<file path="config.mk">
export PLATFORM = sky130hd
export DESIGN_NAME = fetch_unit_flat
export DESIGN_NICKNAME = d
export VERILOG_FILES = /design/src/rtl/fetch_if.sv /design/src/rtl/fetch_unit.sv /design/src/flat_wrapper.sv
export SDC_FILE = /design/constraint.sdc
export NUM_CORES = 1
export LEC_CHECK = 0
export BUFFER_PORTS_ARGS = -buffer_cell sky130_fd_sc_hd__buf_2
export CAP_MARGIN = 20
export CORE_ASPECT_RATIO = 0.6
export CORE_MARGIN = 4
export CORE_UTILIZATION = 37
export CTS_CLUSTER_SIZE = 14
export DETAILED_ROUTE_END_ITERATION = 7
export PLACE_DENSITY = 0.69
export SLEW_MARGIN = 20
export SYNTH_ARGS = -nofsm -noshare
export SYNTH_HDL_FRONTEND = slang
export SYNTH_SLANG_ARGS = --single-unit
export TNS_END_PERCENT = 5
</file>
<file path="constraint.sdc">
create_clock -name clk -period 5.7 [get_ports clk]
set_clock_uncertainty 0.2 [all_clocks]
set_input_delay 0.57 -clock clk [delete_from_list [all_inputs] [get_ports clk]]
set_output_delay 0.57 -clock clk [all_outputs]
set_load 0.005 [all_outputs]
</file>
<file path="src/rtl/fetch_if.sv">
// fetch_if: instruction-memory request/response and decode-side handshake bundle
interface fetch_if #(parameter int DATA_WIDTH = 32);
  logic                  imem_req;
  logic [DATA_WIDTH-1:0] imem_addr;
  logic                  imem_rvalid;
  logic [DATA_WIDTH-1:0] imem_rdata;
  logic [DATA_WIDTH-1:0] instr;
  logic [DATA_WIDTH-1:0] instr_pc;
  logic [DATA_WIDTH-1:0] pc_plus4;
  logic                  instr_valid;
  logic                  instr_ready;
  logic                  PCsrc;
  logic [DATA_WIDTH-1:0] PCtarget;
  logic                  redirect_valid;
  logic [DATA_WIDTH-1:0] redirect_pc;
  modport master (
    output imem_req, imem_addr, instr, instr_pc, pc_plus4, instr_valid,
    input  imem_rvalid, imem_rdata, instr_ready, PCsrc, PCtarget, redirect_valid, redirect_pc
  );
  modport slave (
    input  imem_req, imem_addr, instr, instr_pc, pc_plus4, instr_valid,
    output imem_rvalid, imem_rdata, instr_ready, PCsrc, PCtarget, redirect_valid, redirect_pc
  );
endinterface

</file>
<file path="src/rtl/fetch_unit.sv">
// fetch_unit: single-outstanding instruction fetch with branch/redirect handling and stale-response kill
module fetch_unit #(
  parameter int                    DATA_WIDTH = 32,
  parameter logic [DATA_WIDTH-1:0] RESET_PC   = '0
) (
  input logic      clk,
  input logic      rst,
  fetch_if.master  bus
);
  typedef enum logic [1:0] {RST, FETCH, WAIT, HOLD} state_t;
  localparam logic [DATA_WIDTH-1:0] ALIGN = ~DATA_WIDTH'(3);
  state_t                state;
  logic [DATA_WIDTH-1:0] pc;
  logic                  kill;
  assign bus.imem_req  = state == FETCH;
  assign bus.imem_addr = state == FETCH ? pc : '0;
  assign bus.pc_plus4  = bus.instr_pc + DATA_WIDTH'(4);
  always_ff @(posedge clk) begin
    if (rst) begin
      state           <= RST;
      pc              <= RESET_PC & ALIGN;
      kill            <= 1'b0;
      bus.instr       <= '0;
      bus.instr_pc    <= '0;
      bus.instr_valid <= 1'b0;
    end else begin
      case (state)
        RST: state <= FETCH;
        FETCH: begin
          state <= WAIT;
          if (bus.redirect_valid) begin
            pc   <= bus.redirect_pc & ALIGN;
            kill <= 1'b1;
          end
        end
        WAIT: begin
          if (bus.redirect_valid) pc <= bus.redirect_pc & ALIGN;
          // a response arriving alongside a redirect is already stale
          if (bus.imem_rvalid) begin
            kill <= 1'b0;
            if (kill || bus.redirect_valid) state <= FETCH;
            else begin
              bus.instr       <= bus.imem_rdata;
              bus.instr_pc    <= pc;
              bus.instr_valid <= 1'b1;
              state           <= HOLD;
            end
          end else if (bus.redirect_valid) kill <= 1'b1;
        end
        HOLD: begin
          if (bus.redirect_valid || bus.instr_ready) begin
            pc <= bus.redirect_valid ? bus.redirect_pc & ALIGN :
                  bus.PCsrc          ? bus.PCtarget & ALIGN    : pc + DATA_WIDTH'(4);
            bus.instr_valid <= 1'b0;
            state           <= FETCH;
          end
        end
      endcase
    end
  end
endmodule

</file>
<file path="src/flat_wrapper.sv">
// flat-port wrapper written by rule: the top's interface ports become plain ports
module fetch_unit_flat 
#(
  parameter int                    DATA_WIDTH = 32,
  parameter logic [DATA_WIDTH-1:0] RESET_PC   = '0
)
  (clk, rst, bus_imem_req, bus_imem_addr, bus_instr, bus_instr_pc, bus_pc_plus4, bus_instr_valid, bus_imem_rvalid, bus_imem_rdata, bus_instr_ready, bus_PCsrc, bus_PCtarget, bus_redirect_valid, bus_redirect_pc);
  fetch_if #(.DATA_WIDTH(DATA_WIDTH)) bus_i ();
  input logic clk;
  input logic rst;
  output wire logic [$bits(bus_i.imem_req)-1:0] bus_imem_req;
  output wire logic [$bits(bus_i.imem_addr)-1:0] bus_imem_addr;
  output wire logic [$bits(bus_i.instr)-1:0] bus_instr;
  output wire logic [$bits(bus_i.instr_pc)-1:0] bus_instr_pc;
  output wire logic [$bits(bus_i.pc_plus4)-1:0] bus_pc_plus4;
  output wire logic [$bits(bus_i.instr_valid)-1:0] bus_instr_valid;
  input wire logic [$bits(bus_i.imem_rvalid)-1:0] bus_imem_rvalid;
  input wire logic [$bits(bus_i.imem_rdata)-1:0] bus_imem_rdata;
  input wire logic [$bits(bus_i.instr_ready)-1:0] bus_instr_ready;
  input wire logic [$bits(bus_i.PCsrc)-1:0] bus_PCsrc;
  input wire logic [$bits(bus_i.PCtarget)-1:0] bus_PCtarget;
  input wire logic [$bits(bus_i.redirect_valid)-1:0] bus_redirect_valid;
  input wire logic [$bits(bus_i.redirect_pc)-1:0] bus_redirect_pc;
  assign bus_imem_req = bus_i.imem_req;
  assign bus_imem_addr = bus_i.imem_addr;
  assign bus_instr = bus_i.instr;
  assign bus_instr_pc = bus_i.instr_pc;
  assign bus_pc_plus4 = bus_i.pc_plus4;
  assign bus_instr_valid = bus_i.instr_valid;
  assign bus_i.imem_rvalid = bus_imem_rvalid;
  assign bus_i.imem_rdata = bus_imem_rdata;
  assign bus_i.instr_ready = bus_instr_ready;
  assign bus_i.PCsrc = bus_PCsrc;
  assign bus_i.PCtarget = bus_PCtarget;
  assign bus_i.redirect_valid = bus_redirect_valid;
  assign bus_i.redirect_pc = bus_redirect_pc;
  fetch_unit #(.DATA_WIDTH(DATA_WIDTH), .RESET_PC(RESET_PC)) u_core (.clk(clk), .rst(rst), .bus(bus_i));
endmodule
</file>
# After elaboration in Yosys (flattened, before gate mapping)

Cells that the tools add are included.

Input port bits: 102
Word-level logic and storage cells: 44
Register bits after elaboration: 100
Output and inout port bits: 130

Multiplexer cells: 17
Add/sub/neg operators: 2
Equality and inequality tests: 7
Reductions and logical operators: 11
Bitwise operators: 1

Operators by type and width:

| cell                                                                    | count |
|---|---|
| 32-bit two-way mux                                                      | 5 |
| 32-bit by 3-bit adder with 32-bit output, second input constant         | 2 |
| 32-bit one-hot mux with 2 select lines                                  | 1 |
| 2-bit one-hot mux with 4 select lines                                   | 1 |
| 2-bit two-way mux                                                       | 3 |
| 3-bit AND reduction                                                     | 2 |
| 2-bit nonzero test                                                      | 3 |
| 1-bit two-way mux                                                       | 5 |
| 2-bit == test, second input constant                                    | 2 |
| 2-bit by 1-bit inequality test with 1-bit output, second input constant | 2 |
| 2-bit inequality test, second input constant                            | 2 |
| 1-bit one-hot mux with 2 select lines                                   | 2 |
| 4-bit AND reduction                                                     | 1 |
| 2-bit by 1-bit == test with 1-bit output, second input constant         | 1 |
| 2-bit zero test                                                         | 1 |
| 1-bit logical OR                                                        | 2 |
| 2-bit AND reduction                                                     | 1 |
| 2-bit OR reduction                                                      | 1 |
| 1-bit NOT                                                               | 1 |

# Longest topological paths before layout

Depth after elaboration: 5
Mapped depth: 8

# Worst setup path before layout

Ideal clock, no wire load.

Path kind: register to output
Start point: register u_core.bus.instr_pc[2]
End point: output port bus_pc_plus4[24]
Arrival: 1.920 ns
Path slack: 3.010 ns
Cell stages (with the launch flop): 7
Data required time: 4.930 ns
Cell sequence: dfxtp_1 ha_1 inv_1 nor4_1 and2_1 nand4_1 xnor2_1

Cells in the longest elaborated chain, start to end: 1

RTL lines:

| what                                     | RTL line           | source |
|---|---|---|
| start: declaration                       | fetch_if.sv:17     | `output imem_req, imem_addr, instr, instr_pc, pc_plus4, instr_valid,` |
| start signal: assignment                 | fetch_unit.sv:44   | `bus.instr_pc <= pc;` |
| 32-bit by 3-bit adder with 32-bit output | fetch_unit.sv:17   | `assign bus.pc_plus4 = bus.instr_pc + DATA_WIDTH'(4);` |
| end: declaration                         | flat_wrapper.sv:15 | `output wire logic [$bits(bus_i.pc_plus4)-1:0] bus_pc_plus4;` |

No other way between the ends.

# Final worst setup path

Start point: register u_core.bus.instr_pc[9]
End point: output port bus_pc_plus4[29]

Same word-level chain as after synthesis.

==> results.yml <==
setup_path:
  start_kind: "flop"
  path_max_fanout: 6
  cp_cell_sequence: "nand4_1 -> nor4_1 -> and3_1 -> nand3_1 -> xnor2_1 -> buf_2"
  cp.depth: 6
  r2r-end: "u_core.pc[26]"
  critPathArrivalTime_ns: 2.61
  critPathKind: "reg -> out"
  slowest_stage: "nor4_1"
  rr_worst_depth: 6
  critPathTopFamily: "simple AND/OR/NAND/NOR gates"
  r2r_slack_ns: 2.84
  slowest_delay_ns: 0.85
  end_kind: "primary output"
  r2r_start: "u_core.state[0]"
  cp.required_ns: 4.93
  cp_num_buf_inv: 1
synthesis:
  async_flop_share: 0
  ys.flop_type: "dfxtp_1"
  synth_seq_area_share: 0.3511
  synth_edf_count: 0
  avgSynthCellArea_um2: 7.279
  synth_area_um2: 5474
  syn_inst: 752
  ys_seq_elements: 96
  synth.distinct_cells: 62
  yosys_warnings: 0
route:
  top_layer_used: "met5"
  dr_wl_met3_um: 1828
  ant_nets: 0
  wl_met2_um: 7566
  wl_met1_um: 9390
  drt_iter0_drc: 431
  totalWireLength_um: 18890
  dr.pass1.iters: 5
  wl_per_cell_um: 16.63
  detail_route.vias_per_cell: 5.252
  dr_total_vias: 5966
  drc: 0
final_layout:
  syn_to_final_growth_pct: 26.54
  final_nets: 1043
  num_antenna_cells: 0
  mostFrequentLayoutCells: "buf_2, nand2_1, a21oi_1"
  drive_above_1_share: 0.2783
  layout_commonest_cell: "buf_2"
  fin_cells: 1136
  finish.utilization: 0.4775
  n_fill_cell: 1507
floorplanning:
  core.rowCount: 34
  ioPinCount: 232
  die_w_um: 165.0
  core_um2: 14510
  die-area_um2: 16870
  die-height_um: 102.2
  start_util: 0.3774
pwr:
  p_per_area_nw_per_um2: 226.0
  p_leak_nw: 2.974
  ir_drop_mv: 0.1499
clock_tree:
  cts_max_level: 3
  cts_tree: "yes"
  post_cts_buffers: 0
  clkTransAtPathRegs_ns: 0.07
  worstSkewPairLatency_ns: 0.33
  clockBufferDepth: 2
  clkSinkCount: 96
  root_buffer: "clkbuf_16"
  cts_resized: 0
  cts_buffers: 9
  ctsHoldBuffers: 0
placed_design:
  port-buffer-count: 221
  dp_cells: 1122
  dpl.hpwl_um: 13840
  place_congestion: 0.8911
min_path:
  hold_depth: 2
  whs_endpoint: "u_core.bus.instr[29]"
  min_from: "u_core.bus.instr[29]"
  worstHoldPathType: "reg -> reg"
sta:
  finalSetupViolCount: 0
  fin_setup_tns_ns: 0
  maxSlewViolCount: 0
  slew-limit-headroom: 0.2567
  rsz0062_at_grt: "false"
  fmax_mhz: 295.9
  final.min_clock_period_ns: 3.379
  period_share: 0.5929
  worst_slew_pin_slew_ns: 1.115
  holdWs_ns: 0.2507
  finalHoldViolations: 0
grt:
  grt-ovfl-total: 0
  grt_max_degree: 63
  grt_pass1_vias: 5136
  grt_pass1_wl_um: 28370
  grtUsageTotal: 0.2131
  grt_antenna_before_repair: 3
flow_run:
  cap_viol_max_count: 0
status:
  status: "finished clean"
[power breakdown]
part           total (mW)  switching (mW)  internal (mW)  leakage (nW)
Combinational       0.216           0.122         0.0939          2.06
Sequential          0.758          0.0591          0.699         0.779
Clock               0.591           0.255          0.336         0.134
Total                1.57           0.436           1.13          2.97
[per-layer routing]
metal | vias to the layer above | track usage
met3 | 14 | 0.05200
met1 | 2732 | 0.3324
li1 | 2954 | -
met5 | - | 0
met4 | 6 | 0.03195
met2 | 260 | 0.2992
[sequential cells by signal, summed over array words and instances (netlist names)]
signal and cells:
u_core.bus.instr 32, u_core.bus.instr_pc 30, u_core.bus.instr_valid 1, u_core.state 2
u_core.pc 30, u_core.kill 1
[layout make-up]
class | instances | area, um^2 | area share
clock buffer | 9 | 225.2 | 0.03251
clock inverter | 5 | 58.81 | 0.008490
inverter | 14 | 52.55 | 0.007587
multi-input combinational | 586 | 3259 | 0.4706
sequential | 96 | 1922 | 0.2775
tap | 198 | 247.7 | 0.03577
timing repair buffer | 228 | 1161 | 0.1676
[stage by stage]
| step | power [mW] | setup WS (ns) | area (um^2) |
|---|---|---|---|
| 2_1_floorplan | 0.8868 | 3.010 | 5493 |
| 5_1_grt | 1.644 | 2.079 | 6927 |
| 3_3_place_gp | 0.9866 | 2.681 | 6643 |
| 4_1_cts | 1.588 | 2.303 | 6927 |
| 6_report | 1.565 | 2.321 | 6927 |
| 3_5_place_dp | 0.9868 | 2.687 | 6643 |
[kinds of logic after synthesis]
logic type,Yosys count,synth area share
mux,2,0.003657
xor+xnor,39,0.06240
flops,96,0.3511
fa+ha+maj,6,0.01371
buf+inv,75,0.05897
simple gates,344,0.3008
other cells,1,0.0006851
compound gates,189,0.2087
[synth_stat cells, types with 3 or more instances]
cell / number / area, um^2
or2_2: 3 / 18.77
inv_1: 14 / 52.55
o22ai_1: 3 / 18.77
a311oi_1: 6 / 52.55
dfxtp_1: 96 / 1922
xnor2_1: 32 / 280.3
or3_1: 6 / 37.54
o21ai_0: 26 / 130.1
nand4_1: 13 / 81.33
o31ai_1: 3 / 22.52
a211o_1: 5 / 43.79
o211ai_1: 5 / 37.54
nor3b_1: 3 / 22.52
nand2b_1: 4 / 25.02
o21bai_1: 3 / 22.52
nand3_1: 23 / 115.1
a31oi_1: 3 / 18.77
nor4_1: 8 / 50.05
a21oi_1: 103 / 515.5
nand2_1: 176 / 660.6
buf_4: 6 / 45.04
and4_1: 6 / 52.55
xor2_1: 7 / 61.31
a221oi_1: 3 / 26.28
buf_2: 7 / 35.03
a211oi_1: 9 / 67.56
and3_1: 12 / 75.07
and2_1: 34 / 212.7
nor2_1: 31 / 116.4
nor3_1: 12 / 60.06
clkbuf_1: 44 / 165.2
ha_1: 6 / 75.07
[worst max path at each step]
stage / from / endpoint / slack [ns]
after global placement: u_core.bus.instr_pc[4] / bus_pc_plus4[29] / 2.68
after detailed placement: u_core.bus.instr_pc[4] / bus_pc_plus4[31] / 2.69
after CTS: u_core.bus.instr_pc[4] / bus_pc_plus4[31] / 2.30
final: u_core.bus.instr_pc[9] / bus_pc_plus4[29] / 2.32
after floorplan: u_core.bus.instr_pc[2] / bus_pc_plus4[24] / 3.01
after global routing: u_core.bus.instr_pc[8] / bus_pc_plus4[31] / 2.08
[worst min-delay path: cells and delay by family, from the launching register on]
family / cells / cell delay, ns
AOI/OAI and AO/OA: 1 / 0.05
DFF: 1 / 0.31
and+or+nand+nor: 1 / 0.05
No activity file was read; power rests on OpenSTA's default activity.
